## src/rtl/car_bank.sv

```systemverilog
// Counter address register bank with load, step, offset and auto-increment burst.
// Read ports decode combinationally; err and burst_done are registered pulses.
module car_bank #(
  parameter int WIDTH   = 16,
  parameter int NUM_CAR = 5,
  parameter int SEL_W   = 3,
  parameter int BURST_W = 4
) (
  input  logic               clock,
  input  logic               clear,
  input  logic               addr_en,
  input  logic [SEL_W-1:0]   addr_sel,
  output logic [WIDTH-1:0]   addr_out,
  output logic               addr_oe,
  input  logic [WIDTH-1:0]   xbus_in,
  input  logic               ld_en,
  input  logic [SEL_W-1:0]   ld_sel,
  input  logic               xrd_en,
  input  logic [SEL_W-1:0]   xrd_sel,
  output logic [WIDTH-1:0]   xbus_out,
  output logic               xbus_oe,
  input  logic [SEL_W-1:0]   cnt_sel,
  input  logic               inc,
  input  logic               dec,
  input  logic               off_en,
  input  logic [7:0]         off,
  input  logic               burst_start,
  input  logic [SEL_W-1:0]   burst_sel,
  input  logic [BURST_W-1:0] burst_len,
  input  logic               burst_down,
  input  logic               burst_ready,
  output logic               burst_busy,
  output logic               burst_done,
  output logic               err
);

  typedef enum logic {IDLE, BUSY} state_t;

  state_t               state;
  logic [WIDTH-1:0]     car [NUM_CAR];
  logic [SEL_W-1:0]     b_sel;
  logic [BURST_W-1:0]   b_rem;
  logic                 b_down;

  logic                 busy;
  logic                 ld_ok;
  logic                 cnt_req;
  logic                 cnt_ok;
  logic                 ld_lock;
  logic                 cnt_lock;
  logic                 beat;
  logic                 last;
  logic                 start_ok;
  logic                 bad;
  logic [WIDTH-1:0]     off_ext;
  logic [WIDTH-1:0]     b_step;
  logic [WIDTH-1:0]     c_step;

  function automatic logic ok(input logic [SEL_W-1:0] s);
    return {1'b0, s} < (SEL_W+1)'(NUM_CAR);
  endfunction

  assign busy       = (state == BUSY);
  assign burst_busy = busy;

  assign ld_ok    = ld_en & ok(ld_sel);
  assign cnt_req  = inc | dec | off_en;
  assign cnt_ok   = cnt_req & ok(cnt_sel);
  // The burst CAR belongs to the burst engine until it finishes
  assign ld_lock  = busy & ld_en & (ld_sel == b_sel);
  assign cnt_lock = busy & cnt_req & (cnt_sel == b_sel);
  assign beat     = busy & burst_ready;
  assign last     = beat & (b_rem == BURST_W'(1));

  assign start_ok = ~busy & burst_start
                  & (burst_len != '0) & ok(burst_sel);

  assign bad = (burst_start & ~start_ok)
             | (ld_en & ~ok(ld_sel))
             | (cnt_req & ~ok(cnt_sel))
             | (addr_en & ~ok(addr_sel))
             | (xrd_en & ~ok(xrd_sel))
             | ld_lock
             | cnt_lock;

  assign off_ext = {{(WIDTH-8){off[7]}}, off};
  assign b_step  = b_down ? '1 : WIDTH'(1);
  assign c_step  = inc ? WIDTH'(1) : '1;

  always_comb begin
    addr_oe  = busy | (addr_en & ok(addr_sel));
    xbus_oe  = xrd_en & ok(xrd_sel);
    addr_out = '0;
    xbus_out = '0;
    for (int i = 0; i < NUM_CAR; i++) begin
      if (busy ? (b_sel == SEL_W'(i))
               : (addr_oe && addr_sel == SEL_W'(i)))
        addr_out = car[i];
      if (xbus_oe && xrd_sel == SEL_W'(i))
        xbus_out = car[i];
    end
  end

  always_ff @(posedge clock or posedge clear) begin
    if (clear) begin
      for (int i = 0; i < NUM_CAR; i++)
        car[i] <= '0;
    end else begin
      for (int i = 0; i < NUM_CAR; i++) begin
        if (ld_ok && !ld_lock && ld_sel == SEL_W'(i))
          car[i] <= xbus_in;
        else if (beat && b_sel == SEL_W'(i))
          car[i] <= car[i] + b_step;
        else if (cnt_ok && !cnt_lock
                 && cnt_sel == SEL_W'(i) && off_en)
          car[i] <= car[i] + off_ext;
        else if (cnt_ok && !cnt_lock
                 && cnt_sel == SEL_W'(i) && (inc ^ dec))
          car[i] <= car[i] + c_step;
      end
    end
  end

  always_ff @(posedge clock or posedge clear) begin
    if (clear) begin
      state      <= IDLE;
      b_sel      <= '0;
      b_rem      <= '0;
      b_down     <= 1'b0;
      burst_done <= 1'b0;
      err        <= 1'b0;
    end else begin
      err        <= bad;
      burst_done <= last;
      case (state)
        IDLE: begin
          if (start_ok) begin
            state  <= BUSY;
            b_sel  <= burst_sel;
            b_rem  <= burst_len;
            b_down <= burst_down;
          end
        end
        BUSY: begin
          if (beat) begin
            b_rem <= b_rem - BURST_W'(1);
            if (b_rem == BURST_W'(1))
              state <= IDLE;
          end
        end
        default: state <= IDLE;
      endcase
    end
  end

endmodule
```

## config.mk

```make
export PLATFORM = sky130hd
export DESIGN_NAME = car_bank
export DESIGN_NICKNAME = d
export VERILOG_FILES = /design/src/rtl/car_bank.sv
export SDC_FILE = /design/constraint.sdc
export NUM_CORES = 1
export LEC_CHECK = 0
export CAP_MARGIN = 20
export CORE_AREA = 5 5 128 130
export CTS_BUF_LIST = sky130_fd_sc_hd__clkbuf_4
export DETAILED_ROUTE_END_ITERATION = 7
export DIE_AREA = 0 0 133 135
export PLACE_DENSITY_LB_ADDON = 0.08
export SLEW_MARGIN = 25
export SYNTH_ARGS = -nofsm -noshare
export SYNTH_HDL_FRONTEND = slang
export SYNTH_SLANG_ARGS = --single-unit
```

## constraint.sdc

```tcl
create_clock -name clock -period 10.5 [get_ports clock]
set_clock_uncertainty 0.05 [all_clocks]
set_input_delay 2.1 -clock clock [delete_from_list [all_inputs] [get_ports clock]]
set_output_delay 2.1 -clock clock [all_outputs]
set_load 0.01 [all_outputs]
```

==> results.ini <==
[synth]
synth_nets = 1344
synth_top_area_share_pct = 23.8
async_reset_ff_share_pct = 100
synth_flop_cell = dfrtp_1
synth.area.top_cells = dfrtp_1, ha_1, a21oi_1
syn_avg_cell_area_um2 = 7.99
ys_ff_latch = 91
ys.warnings.count = 0
ys_seq_area_share_pct = 23.8
synth_cell_types = 80
syn-cell-area_um2 = 9560
syn_inst = 1197
synth_edf_count = 0
yosysTopAreaCell = dfrtp_1

[routing]
drcViolationCount = 0
drtAntennaViolNets = 0
totalWireLength_um = 30600
vias = 9734
drt_iter0_drc = 1090
dr.pass1.iters = 8
wl_per_cell_um = 21.1
viasPerCell = 6.70

[power_and_ir_drop]
p_per_area_nw_per_um2 = 326
pwr-share-clk_pct = 6.5
p_leak_nw = 4.57
irDropWorstVdd_uv = 220
intPower_mw = 1.75
totalPowerFinal_mw = 3.52
pwr-share-comb_pct = 71.0
p_sw_share_pct = 50.1
power_frac_seq_pct = 22.5
p_sw_mw = 1.76

[finish]
drive_above_1_share_pct = 5.30
final_core_util_pct = 71.8
final_net_count = 1406
multi_input_area_um2 = 7010
fillers = 1254
area_growth_pct = 12.8
seqCellArea_um2 = 2280

[sta]
setup_viol = 0
final_hold_viol_count = 0
fin_ws_ns = 3.65
max_freq_mhz = 146
min_period_ns = 6.85
rsz0062_at_grt = no
period_share_pct = 65.2
worst_pin_slew_ns = 1.00
maxSlewViolCount = 0
slew_headroom_pct = 33.4
whs_ns = 0.445
tns_ns = 0

[global_routing]
grt_max_degree = 49
antenna_found_initial = 1
grt_overflow_total = 0
grt_first_pass_wirelength_um = 48200
grt.total_usage_pct = 33.7
grt_pass1_vias = 8911

[placed_design]
port-buffer-count = 90
gp_congestion = 0.963
hpwl_um = 23600
place_ws_ns = 3.52

[clocking]
cts_htree_levels = 3
cts-root-buf = clkbuf_4
post-cts-setup-buffers = 0
cts_resized = 0
cts_buffer_depth = 2
clk_latency_ns = 0.49
ctsHoldBuffers = 0
cts.clk_slew.worst_paths_ns = 0.15
cts_tree = done
cts_buffers = 9
cts_sinks = 91

[floorplanning]
start_util_pct = 63.6
die_x_um = 133
core_area_um2 = 15000
num_rows = 45
die_area_um2 = 18000
io_pins = 91
die_y_um = 135

[critical_path]
critPathArrivalTime_ns = 4.70
start_kind = input port
required_ns = 8.35
worstSetupPathType = input port to primary output
critPathCaptureType = primary output
crit_path_max_fanout = 16

[run]
max_cap_viol_count = 0

[min_path]
min_path_type = flop to flop

[status]
status = finished clean

placed cells by master (no fill, tap or decap), types with 6 or more instances in the layout:
| master | synthesis | final |
|---|---|---|
| or3_1 | 12 | 12 |
| a211oi_1 | 17 | 17 |
| o21bai_1 | 9 | 9 |
| clkdlybuf4s50_1 | 0 | 89 |
| o21a_1 | 38 | 38 |
| and3_1 | 9 | 9 |
| a211o_1 | 7 | 7 |
| ha_1 | 88 | 88 |
| buf_4 | 4 | 12 |
| nor2_1 | 120 | 120 |
| o22ai_1 | 7 | 7 |
| inv_1 | 29 | 28 |
| o21ai_0 | 69 | 69 |
| a21o_1 | 21 | 21 |
| a222oi_1 | 16 | 16 |
| clkbuf_4 | 0 | 10 |
| dfrtp_1 | 91 | 91 |
| a22oi_1 | 20 | 20 |
| mux2i_1 | 46 | 46 |
| nor2b_1 | 8 | 8 |
| nand3_1 | 24 | 23 |
| nand3b_1 | 7 | 7 |
| xor2_1 | 23 | 23 |
| or2_2 | 6 | 6 |
| o221ai_1 | 16 | 16 |
| o211ai_1 | 13 | 13 |
| a21oi_1 | 118 | 118 |
| xnor2_1 | 31 | 31 |
| nand2b_1 | 13 | 13 |
| a31oi_1 | 27 | 27 |
| nor3_1 | 30 | 30 |
| nand2_1 | 138 | 138 |
power groups by stage:
stage	Combinational (mW)	Sequential (mW)	Clock, mW
floorplan	1.89	0.672	0
global placement	2.39	0.777	0
detailed placement	2.44	0.782	0
CTS	2.46	0.775	0.233
global route	2.78	0.814	0.243
finish	2.50	0.792	0.229
area by class of cell:
type	instances	share of cell area (%)
antenna	1	0.0232
tap	188	2.18
clock buffer	10	0.696
sequential	91	21.1
multi-input combinational	1025	65.0
timing repair buffer	103	9.24
clock inverter	5	0.731
inverter	29	1.03
state kept, by name (all words and copies together), names as in the netlist:
name	cells
err	1
b_rem	4
burst_busy	1
car	80
burst_done	1
b_sel	3
b_down	1
cell families (layout without fill, tap and decap cells):
family	count (synthesis)	count (layout)	synth area share [%]
buffers and inverters	81	147	3.57
XOR/XNOR	56	56	5.29
other	0	1	0
adder cells (fa/ha/maj)	93	93	12.6
AND/OR/NAND/NOR	397	397	19.3
AO/OA/AOI/OAI	427	427	29.8
flip-flops	91	91	23.8
multiplexers	52	52	5.64
critical path, stage by stage:
cell and delay [ns]:
clkdlybuf4s50_1 0.51, inv_1 0.07, nor3_1 0.36, a21o_1 0.61, a222oi_1 0.30, nand2_1 0.19
clkdlybuf4s50_1 0.56
per-stage QoR:
stage	std cells	area, um^2
floorplan	1197	9560
global placement	1435	10600
detailed placement	1435	10600
CTS	1450	10700
global route	1452	10800
finish	1452	10800
cells in the mapped netlist, drive strengths merged, types with 13 or more instances:
| library cell | number |
|---|---|
| nand2b | 14 |
| a31oi | 27 |
| buf | 14 |
| a211oi | 18 |
| nor3 | 31 |
| nand2 | 138 |
| mux2i | 46 |
| a22oi | 20 |
| xor2 | 25 |
| o211ai | 13 |
| a21o | 21 |
| inv | 29 |
| clkbuf | 38 |
| a222oi | 16 |
| a21oi | 118 |
| nand3 | 24 |
| o21a | 38 |
| ha | 88 |
| dfrtp | 91 |
| nor2 | 121 |
| xnor2 | 31 |
| o21ai | 76 |
| o221ai | 16 |
routing by layer:
metal	vias to the layer above	track usage, %	wire (um)
li1	4600	-	-
met1	4608	46.8	12800
met2	471	53.3	13800
met3	55	6.86	3300
met4	0	10.2	690
met5	-	0	0
worst paths after layout:
kind / from / to / slack (ns) / depth (start not counted)
setup / recovery: addr_en / addr_out[3] / 3.65 / 7
max in group asynchronous: clear / car[47] / 7.32 / 3
hold reg to reg: b_rem[3] / burst_done / 0.45 / 1
hold / removal: b_rem[3] / burst_done / 0.45 / 1
setup reg to reg: burst_busy / car[63] / 5.48 / 13
min in group asynchronous: clear / car[1] / 1.97 / 2
Note: power is estimated with default switching activity, not from simulation.
